[src/rtl/go_pkg.sv]
`timescale 1ns/1ps
`default_nettype none
// ============================================================================
// Package     : go_pkg
// Description : Shared types, constants and helpers for the Go move controller.
//               Cell and state encodings, board shape, cursor reset position.
// Revision    : 1.0 - initial release
// ============================================================================
package go_pkg;

  localparam int          BOARD_N      = 9;
  localparam logic [7:0]  CURSOR_RESET = 8'h44;

  typedef enum logic [1:0] {
    EMPTY = 2'b00,
    BLACK = 2'b01,
    WHITE = 2'b10,
    RED   = 2'b11
  } cell_t;

  // board[row][col], each cell two bits wide
  typedef logic [BOARD_N-1:0][BOARD_N-1:0][1:0] board_t;

  typedef enum logic [2:0] {
    IDLE      = 3'd0,
    CHECK     = 3'd1,
    WAIT_VBL  = 3'd2,
    FLASH_ARM = 3'd3,
    FLASH     = 3'd4,
    OVER      = 3'd5
  } state_t;

  // Move counter never rolls over: 255 stays 255
  function automatic logic [7:0] sat_inc(input logic [7:0] v);
    return (v == 8'hFF) ? v : v + 8'd1;
  endfunction

  // Move counter never goes below zero
  function automatic logic [7:0] sat_dec(input logic [7:0] v);
    return (v == 8'h00) ? v : v - 8'd1;
  endfunction

  // Coordinate step with wrap across the 0..BOARD_N-1 range
  function automatic logic [3:0] wrap_inc(input logic [3:0] v);
    return (v == 4'(BOARD_N - 1)) ? 4'd0 : v + 4'd1;
  endfunction

  function automatic logic [3:0] wrap_dec(input logic [3:0] v);
    return (v == 4'd0) ? 4'(BOARD_N - 1) : v - 4'd1;
  endfunction

endpackage : go_pkg
`default_nettype wire

[src/rtl/go_move_ctrl_if.sv]
`timescale 1ns/1ps
`default_nettype none
// ============================================================================
// Interface   : go_move_ctrl_if
// Description : Button/frame inputs and board/status outputs of go_move_ctrl.
//               master = button/frame source, slave = the controller.
//               Optional macro GO_UNDO_EN adds the btn_undo signal.
// Revision    : 1.0 - initial release
// ============================================================================
interface go_move_ctrl_if;
  import go_pkg::*;

  logic       frame_start;
  logic       btn_up;
  logic       btn_down;
  logic       btn_left;
  logic       btn_right;
  logic       btn_place;
  logic       btn_pass;
  logic       btn_new;
`ifdef GO_UNDO_EN
  logic       btn_undo;
`endif
  board_t     board;
  logic [7:0] cursor_pos;
  logic       turn;
  logic       game_over;
  logic       busy;
  logic [7:0] move_count;

  modport master (
`ifdef GO_UNDO_EN
    output btn_undo,
`endif
    output frame_start, btn_up, btn_down, btn_left, btn_right,
    output btn_place, btn_pass, btn_new,
    input  board, cursor_pos, turn, game_over, busy, move_count
  );

  modport slave (
`ifdef GO_UNDO_EN
    input  btn_undo,
`endif
    input  frame_start, btn_up, btn_down, btn_left, btn_right,
    input  btn_place, btn_pass, btn_new,
    output board, cursor_pos, turn, game_over, busy, move_count
  );

endinterface : go_move_ctrl_if
`default_nettype wire

[src/rtl/go_cursor.sv]
`timescale 1ns/1ps
`default_nettype none
// ============================================================================
// Module      : go_cursor
// Description : Cursor row/col registers with wrap-around moves. Moves are
//               only taken while en is high; up > down > left > right.
// Revision    : 1.0 - initial release
// ============================================================================
module go_cursor
  import go_pkg::*;
(
  input  wire logic       clk,
  input  wire logic       reset_n,
  input  wire logic       clr,
  input  wire logic       en,
  input  wire logic       up,
  input  wire logic       down,
  input  wire logic       left,
  input  wire logic       right,
  output logic [7:0]      cursor_pos
);

  logic [3:0] r_row;
  logic [3:0] r_col;

  // Cursor position register: reset/new-game recentre, else one move per cycle
  always_ff @(posedge clk or negedge reset_n) begin
    if (!reset_n) begin
      r_row <= CURSOR_RESET[7:4];
      r_col <= CURSOR_RESET[3:0];
    end else if (clr) begin
      r_row <= CURSOR_RESET[7:4];
      r_col <= CURSOR_RESET[3:0];
    end else if (en) begin
      if (up)         r_row <= wrap_dec(r_row);
      else if (down)  r_row <= wrap_inc(r_row);
      else if (left)  r_col <= wrap_dec(r_col);
      else if (right) r_col <= wrap_inc(r_col);
    end
  end

  assign cursor_pos = {r_row, r_col};

endmodule : go_cursor
`default_nettype wire

[src/rtl/go_move_ctrl.sv]
`timescale 1ns/1ps
`default_nettype none
// ============================================================================
// Module      : go_move_ctrl
// Description : Sequences cursor moves, stone placement, passes and the red
//               illegal-move marker for a 9x9 Go board. Board writes happen
//               only on frame_start so the renderer never sees a torn board.
//               Optional macro GO_UNDO_EN enables one-level undo.
// Revision    : 1.0 - initial release
// ============================================================================
module go_move_ctrl
  import go_pkg::*;
#(
  parameter int FLASH_FRAMES = 30,
  parameter bit START_WHITE  = 1'b0
) (
  input  wire logic    clk,
  input  wire logic    reset_n,
  go_move_ctrl_if.slave bus
);

  localparam int CNT_W = $clog2(FLASH_FRAMES + 1);

  state_t           r_state;
  board_t           r_board;
  logic             r_turn;
  logic             r_game_over;
  logic [7:0]       r_move_count;
  logic [1:0]       r_pass_cnt;
  logic [3:0]       r_tgt_row;
  logic [3:0]       r_tgt_col;
  logic [1:0]       r_saved;
  logic [CNT_W-1:0] r_flash_cnt;
`ifdef GO_UNDO_EN
  logic [3:0]       r_last_row;
  logic [3:0]       r_last_col;
  logic             r_last_valid;
  logic             r_undo;
`endif

  logic [7:0] w_cursor_pos;
  logic       w_cur_en;
  logic       w_hi_prio;

  // Any higher-priority button in IDLE suppresses cursor motion that cycle
`ifdef GO_UNDO_EN
  assign w_hi_prio = bus.btn_new | bus.btn_place | bus.btn_pass | bus.btn_undo;
`else
  assign w_hi_prio = bus.btn_new | bus.btn_place | bus.btn_pass;
`endif
  assign w_cur_en = (r_state == IDLE) && !w_hi_prio;

  go_cursor u_cursor (
    .clk        (clk),
    .reset_n    (reset_n),
    .clr        (bus.btn_new),
    .en         (w_cur_en),
    .up         (bus.btn_up),
    .down       (bus.btn_down),
    .left       (bus.btn_left),
    .right      (bus.btn_right),
    .cursor_pos (w_cursor_pos)
  );

  // Main game FSM: owns board, turn, pass/move counters and flash timer
  always_ff @(posedge clk or negedge reset_n) begin
    if (!reset_n) begin
      r_state      <= IDLE;
      r_board      <= '0;
      r_turn       <= START_WHITE;
      r_game_over  <= 1'b0;
      r_move_count <= 8'd0;
      r_pass_cnt   <= 2'd0;
      r_tgt_row    <= 4'd0;
      r_tgt_col    <= 4'd0;
      r_saved      <= EMPTY;
      r_flash_cnt  <= '0;
`ifdef GO_UNDO_EN
      r_last_row   <= 4'd0;
      r_last_col   <= 4'd0;
      r_last_valid <= 1'b0;
      r_undo       <= 1'b0;
`endif
    end else if (bus.btn_new) begin
      r_state      <= IDLE;
      r_board      <= '0;
      r_turn       <= START_WHITE;
      r_game_over  <= 1'b0;
      r_move_count <= 8'd0;
      r_pass_cnt   <= 2'd0;
      r_tgt_row    <= 4'd0;
      r_tgt_col    <= 4'd0;
      r_saved      <= EMPTY;
      r_flash_cnt  <= '0;
`ifdef GO_UNDO_EN
      r_last_row   <= 4'd0;
      r_last_col   <= 4'd0;
      r_last_valid <= 1'b0;
      r_undo       <= 1'b0;
`endif
    end else begin
      case (r_state)
        IDLE: begin
          if (bus.btn_place) begin
            // Latch the target now; later cursor motion cannot retarget it
            r_tgt_row <= w_cursor_pos[7:4];
            r_tgt_col <= w_cursor_pos[3:0];
            r_state   <= CHECK;
          end
`ifdef GO_UNDO_EN
          else if (bus.btn_undo) begin
            if (r_last_valid) begin
              r_tgt_row <= r_last_row;
              r_tgt_col <= r_last_col;
              r_undo    <= 1'b1;
              r_state   <= WAIT_VBL;
            end
          end
`endif
          else if (bus.btn_pass) begin
            r_turn       <= ~r_turn;
            r_move_count <= sat_inc(r_move_count);
            r_pass_cnt   <= r_pass_cnt + 2'd1;
`ifdef GO_UNDO_EN
            r_last_valid <= 1'b0;
`endif
            if (r_pass_cnt == 2'd1) begin
              r_game_over <= 1'b1;
              r_state     <= OVER;
            end
          end
        end

        CHECK: begin
          if (r_board[r_tgt_row][r_tgt_col] == EMPTY) begin
            r_state <= WAIT_VBL;
          end else begin
            r_saved <= r_board[r_tgt_row][r_tgt_col];
            r_state <= FLASH_ARM;
          end
        end

        WAIT_VBL: begin
          if (bus.frame_start) begin
            r_turn  <= ~r_turn;
            r_state <= IDLE;
`ifdef GO_UNDO_EN
            if (r_undo) begin
              r_board[r_tgt_row][r_tgt_col] <= EMPTY;
              r_move_count <= sat_dec(r_move_count);
              r_last_valid <= 1'b0;
              r_undo       <= 1'b0;
            end else begin
              r_board[r_tgt_row][r_tgt_col] <= r_turn ? WHITE : BLACK;
              r_move_count <= sat_inc(r_move_count);
              r_pass_cnt   <= 2'd0;
              r_last_row   <= r_tgt_row;
              r_last_col   <= r_tgt_col;
              r_last_valid <= 1'b1;
            end
`else
            r_board[r_tgt_row][r_tgt_col] <= r_turn ? WHITE : BLACK;
            r_move_count <= sat_inc(r_move_count);
            r_pass_cnt   <= 2'd0;
`endif
          end
        end

        FLASH_ARM: begin
          if (bus.frame_start) begin
            r_board[r_tgt_row][r_tgt_col] <= RED;
            r_flash_cnt <= CNT_W'(FLASH_FRAMES);
            r_state     <= FLASH;
          end
        end

        FLASH: begin
          if (bus.frame_start) begin
            r_flash_cnt <= r_flash_cnt - CNT_W'(1);
            // The frame that takes the timer to zero puts the old stone back
            if (r_flash_cnt == CNT_W'(1)) begin
              r_board[r_tgt_row][r_tgt_col] <= r_saved;
              r_state <= IDLE;
            end
          end
        end

        OVER: begin
`ifdef GO_UNDO_EN
          if (bus.btn_undo) begin
            r_game_over <= 1'b0;
            r_pass_cnt  <= 2'd1;
            r_state     <= IDLE;
          end
`endif
        end

        default: r_state <= IDLE;
      endcase
    end
  end

  assign bus.board      = r_board;
  assign bus.cursor_pos = w_cursor_pos;
  assign bus.turn       = r_turn;
  assign bus.game_over  = r_game_over;
  assign bus.busy       = (r_state != IDLE);
  assign bus.move_count = r_move_count;

endmodule : go_move_ctrl
`default_nettype wire
[src/flat_wrapper.sv]
// flat-port wrapper written by rule: the top's interface ports become plain ports
module go_move_ctrl_flat import go_pkg::*;
#(
  parameter int FLASH_FRAMES = 30,
  parameter bit START_WHITE  = 1'b0
)
  (clk, reset_n, bus_frame_start, bus_btn_up, bus_btn_down, bus_btn_left, bus_btn_right, bus_btn_place, bus_btn_pass, bus_btn_new, bus_board, bus_cursor_pos, bus_turn, bus_game_over, bus_busy, bus_move_count);
  go_move_ctrl_if bus_i ();
  input  wire logic clk;
  input  wire logic reset_n;
  input wire logic [$bits(bus_i.frame_start)-1:0] bus_frame_start;
  input wire logic [$bits(bus_i.btn_up)-1:0] bus_btn_up;
  input wire logic [$bits(bus_i.btn_down)-1:0] bus_btn_down;
  input wire logic [$bits(bus_i.btn_left)-1:0] bus_btn_left;
  input wire logic [$bits(bus_i.btn_right)-1:0] bus_btn_right;
  input wire logic [$bits(bus_i.btn_place)-1:0] bus_btn_place;
  input wire logic [$bits(bus_i.btn_pass)-1:0] bus_btn_pass;
  input wire logic [$bits(bus_i.btn_new)-1:0] bus_btn_new;
  output wire logic [$bits(bus_i.board)-1:0] bus_board;
  output wire logic [$bits(bus_i.cursor_pos)-1:0] bus_cursor_pos;
  output wire logic [$bits(bus_i.turn)-1:0] bus_turn;
  output wire logic [$bits(bus_i.game_over)-1:0] bus_game_over;
  output wire logic [$bits(bus_i.busy)-1:0] bus_busy;
  output wire logic [$bits(bus_i.move_count)-1:0] bus_move_count;
  assign bus_i.frame_start = bus_frame_start;
  assign bus_i.btn_up = bus_btn_up;
  assign bus_i.btn_down = bus_btn_down;
  assign bus_i.btn_left = bus_btn_left;
  assign bus_i.btn_right = bus_btn_right;
  assign bus_i.btn_place = bus_btn_place;
  assign bus_i.btn_pass = bus_btn_pass;
  assign bus_i.btn_new = bus_btn_new;
  assign bus_board = bus_i.board;
  assign bus_cursor_pos = bus_i.cursor_pos;
  assign bus_turn = bus_i.turn;
  assign bus_game_over = bus_i.game_over;
  assign bus_busy = bus_i.busy;
  assign bus_move_count = bus_i.move_count;
  go_move_ctrl #(.FLASH_FRAMES(FLASH_FRAMES), .START_WHITE(START_WHITE)) u_core (.clk(clk), .reset_n(reset_n), .bus(bus_i));
endmodule
[config.mk]
export PLATFORM = sky130hd
export DESIGN_NAME = go_move_ctrl_flat
export DESIGN_NICKNAME = d
export VERILOG_FILES = /design/src/rtl/go_pkg.sv /design/src/rtl/go_move_ctrl_if.sv /design/src/rtl/go_cursor.sv /design/src/rtl/go_move_ctrl.sv /design/src/flat_wrapper.sv
export SDC_FILE = /design/constraint.sdc
export NUM_CORES = 1
export LEC_CHECK = 0
export CORE_ASPECT_RATIO = 1.1
export CORE_MARGIN = 4
export CORE_UTILIZATION = 55
export CTS_CLUSTER_DIAMETER = 200
export DETAILED_ROUTE_END_ITERATION = 6
export GPL_TIMING_DRIVEN = 0
export PLACE_DENSITY = 0.84
export SLEW_MARGIN = 20
export SYNTH_ARGS = -nofsm -noshare
export SYNTH_HDL_FRONTEND = slang
export SYNTH_HIERARCHICAL = 1
export SYNTH_SLANG_ARGS = --single-unit
[constraint.sdc]
create_clock -name clk -period 2.5 [get_ports clk]
set_input_delay 0.5 -clock clk [delete_from_list [all_inputs] [get_ports clk]]
set_output_delay 0.5 -clock clk [all_outputs]
set_load 0.01 [all_outputs]
==> run_results.csv <==
group,metric,value,unit
status,outcome,"complete, but fails checks",
status,violations,"design-rule violations, negative setup slack",
floorplanning,core_area,22250,um^2
timing,tightest_slew,0.6560,ns
timing,fin_crit,2.562,ns
global_route,grt_pass1_wl,80390,um
synthesis,seq_area_frac_synth,39.92,%
min_path,hold_path_class,"primary input to register",
worst_setup_path,crit_arrival,2.94,ns
placed_design,place.gp.congestion,0.9868,
floorplanning,io_pins,191,
clock_tree,clk_transition_reported_paths,0.08,ns
global_route,grtUsageTotal,40.79,%
clock_tree,clock_path_buffers,2,
worst_setup_path,crit_path_max_fanout,10,
synthesis,ys_warn_count,6,
power_and_ir_drop,p_sw,5.585,mW
route,drt_iter0_drc,2351,
synthesis,synth_seq_cells,200,
power_and_ir_drop,p_int,6.469,mW
clock_tree,h-tree-depth,4,
timing,hold_viol_final,0,
placed_design,dp_slack,-0.8932,ns
synthesis,synth_commonest_cells,"a21oi_1 (353), nor2_1 (206), dfrtp_1 (198), o22a_1 (164), nor3_1 (90)",
global_route,grt-ovfl-total,0,
clock_tree,cts-buffers-inserted,17,
global_route,antenna_found_initial,3,
power_and_ir_drop,p_seq_share,29.6,%
worst_setup_path,cp.required,2.88,ns
layout,nNetsFinal,1687,
timing,clock_skew,0.01442,ns
route,drt-total-wl,54690,um
worst_setup_path,cp-end-kind,"register",
timing,timing.fmax,0.3903,GHz
route,via_per_inst,7.187,
power_and_ir_drop,power_leakage,7.433,nW
synthesis,syn-num-nets,1471,
power_and_ir_drop,combPwrFrac,48.0,%
route,dr.pass1.iters,7,
global_route,grt_util_met2,62.68,%
synthesis,synth.avg_cell_area,8.632,um^2
floorplanning,die_h,166.4,um
global_route,grt_max_degree,100,
timing,rsz0062_at_grt,"yes",
synthesis,synthFlopType,"dfrtp_1",
clock_tree,cts_root_buffer,"clkbuf_16",
global_route,busiest_layer,"met2",
power_and_ir_drop,power_switching_share,46.34,%
floorplanning,std_cell_rows,57,
power_and_ir_drop,irDropWorstVdd,0.5865,mV
clock_tree,cts_tree,"built",
global_route,grt_pass1_vias,13219,
clock_tree,clkLatencyLatePin,0.44,ns
global_route,grtUsageMet3,11.68,%
worst_setup_path,setup.worst_path.start_class,"register",
floorplanning,die_w,152.0,um
flow_run,drv_cap,0,
route,wl_per_cell,27.65,um
timing,setup_tns,-0.2276,ns
timing,final-setup-viol-count,11,
route,drc,1,
layout,drive_gt1_share,19.20,%
synthesis,synth.most_common_cell,"a21oi_1",
timing,slew_headroom,56.27,%
synthesis,synth_top_area_share,39.51,%
floorplanning,initial_core_util,56.37,%
power_and_ir_drop,p_per_area,725.8,nW/um^2
synthesis,synth_edf_count,0,
route,vias,14215,
worst_setup_path,path_class,"register to register",
timing,fin_ws,-0.06198,ns
placed_design,hpwl,37070,um
power_and_ir_drop,clkPwrFrac,22.4,%
global_route,gr-usage-met1,52.08,%
timing,finalCritPeriodShare,102.5,%
placed_design,io_buffers,189,
layout,syn_to_final_growth,32.42,%
synthesis,ys_types,74,
synthesis,synthesis.instances,1453,
route,ant_nets,0,
synthesis,netlist_area,12540,um^2
timing,drv_slew,0,
timing,worst_hold_slack,0.4113,ns
synthesis,synth_top_area_cell,"dfrtp_1",
clock_tree,cts_sinks,200,
power_and_ir_drop,power,12.05,mW
floorplanning,die_area,25290,um^2
synthesis,async_flop_share,100.0,%
synthesis,synth.area.top_cells,"dfrtp_1 (40%), a21oi_1 (14%), o22a_1 (11%)",
-- worst max-delay path: stages, from the launching register on --
cell and delay [ns]:
dfrtp_1 0.44, buf_4 0.26, clkbuf_4 0.27, buf_4 0.28
nand3_2 0.23, buf_2 0.30, nor2_2 0.21, a21oi_1 0.11
a21oi_1 0.23, o22a_1 0.18
-- metal layers --
layer / share of wire, % / vias to the layer above
li1: - / 5908
met1: 35 / 6672
met2: 44 / 1296
met3: 14 / 335
met4: 7.3 / 4
met5: 0.038 / -
-- cell type report --
class,instances,area [um^2]
clock buffers,20,436.7
inverters,17,63.81
repair buffers,202,2066
well taps,295,369.1
fillers,1651,5643
plain buffers,123,769.5
multi-input cells,1108,7775
flip-flops and latches,200,5009
clock inverters,12,117.6
diodes,1,2.502
-- kinds of logic (layout without fill, tap and decap cells) --
family / after synthesis / after routing / synth area share (%)
adder cells (fa/ha/maj): 8 / 8 / 0.7981
other: 0 / 1 / 0
AND/OR/NAND/NOR: 399 / 399 / 14.42
multiplexers: 68 / 68 / 6.824
XOR/XNOR: 8 / 8 / 0.5587
buffers and inverters: 146 / 374 / 5.098
flip-flops: 200 / 200 / 39.92
AO/OA/AOI/OAI: 624 / 625 / 32.38
-- sequential cells by signal, summed over array words and instances (netlist names) --
signal,count
u_core/r_tgt_col,4
u_core/bus.game_over,1
u_core/u_cursor/r_col,4
u_core/r_pass_cnt,2
u_core/r_state,3
u_core/bus.move_count,8
u_core/r_flash_cnt,5
u_core/r_tgt_row,4
u_core/bus.turn,1
u_core/r_saved,2
u_core/bus.board,162
u_core/u_cursor/r_row,4
-- path summary, 6_finish.rpt --
| path | start | to | slack (ns) | cells after the start |
|---|---|---|---|---|
| hold reg to reg | u_core/r_pass_cnt[1] | u_core/r_pass_cnt[1] | 0.52 | 2 |
| setup / recovery | u_core/r_tgt_row[1] | u_core/bus.board[55] | -0.06 | 9 |
| hold / removal | bus_btn_left | u_core/u_cursor/r_col[1] | 0.41 | 3 |
| setup reg to reg | u_core/r_tgt_row[1] | u_core/bus.board[55] | -0.06 | 9 |
| max in group asynchronous | reset_n | u_core/bus.board[139] | 1.26 | 3 |
| min in group asynchronous | reset_n | u_core/bus.board[63] | 0.47 | 2 |
-- power groups by stage --
| stage | logic, mW | registers, mW | clock network, mW |
|---|---|---|---|
| 6_report | 5.79 | 3.56 | 2.70 |
| 4_1_cts | 5.06 | 3.55 | 2.69 |
| 3_5_place_dp | 4.79 | 3.60 | 0 |
| 3_3_place_gp | 4.68 | 3.60 | 0 |
| 2_1_floorplan | 3.16 | 3.58 | 0 |
| 5_1_grt | 6.03 | 3.58 | 2.84 |
-- metrics by stage --
step	std cells	area [um^2]	util, %
floorplan	1453	12540	-
global placement	1937	14800	66.53
detailed placement	1939	14860	66.80
CTS	1977	15970	71.77
global route	1977	16610	74.63
finish	1978	16610	74.64
-- cell usage in the layout, fill, tap and decap left out, types with 7 or more instances in the layout --
cell type        instances
clkbuf_4                16
and3b_1                  7
buf_4                   22
ha_1                     8
clkbuf_2                21
mux4_2                  11
nor3_2                  73
buf_2                   24
mux2_2                  15
clkbuf_1                40
nand2_2                 12
nand2_1                 30
o22a_1                 164
a21oi_1                345
clkbuf_16               18
nor3_4                   8
inv_1                   14
dfrtp_1                197
a32o_1                   7
nor2b_1                  8
o21ai_0                 13
o221ai_1                 8
nor2_2                  11
a22o_1                   9
nor3_1                   9
mux2i_1                 28
clkdlybuf4s50_1        187
nor2_1                 192
a31oi_1                 10
xor2_1                   8
-- repair_timing --
item | 4_1_cts | 5_1_grt
hold buffers | 1 | 0
gates resized for setup | 149 | 175
endpoints found under the setup margin | 173 | 166
buffers inserted | 6 | 3
gates cloned | 0 | 2
pin swaps | 2 | 13
endpoints found under the hold margin | 18 | 0
Power figures use the tool's default switching activity.
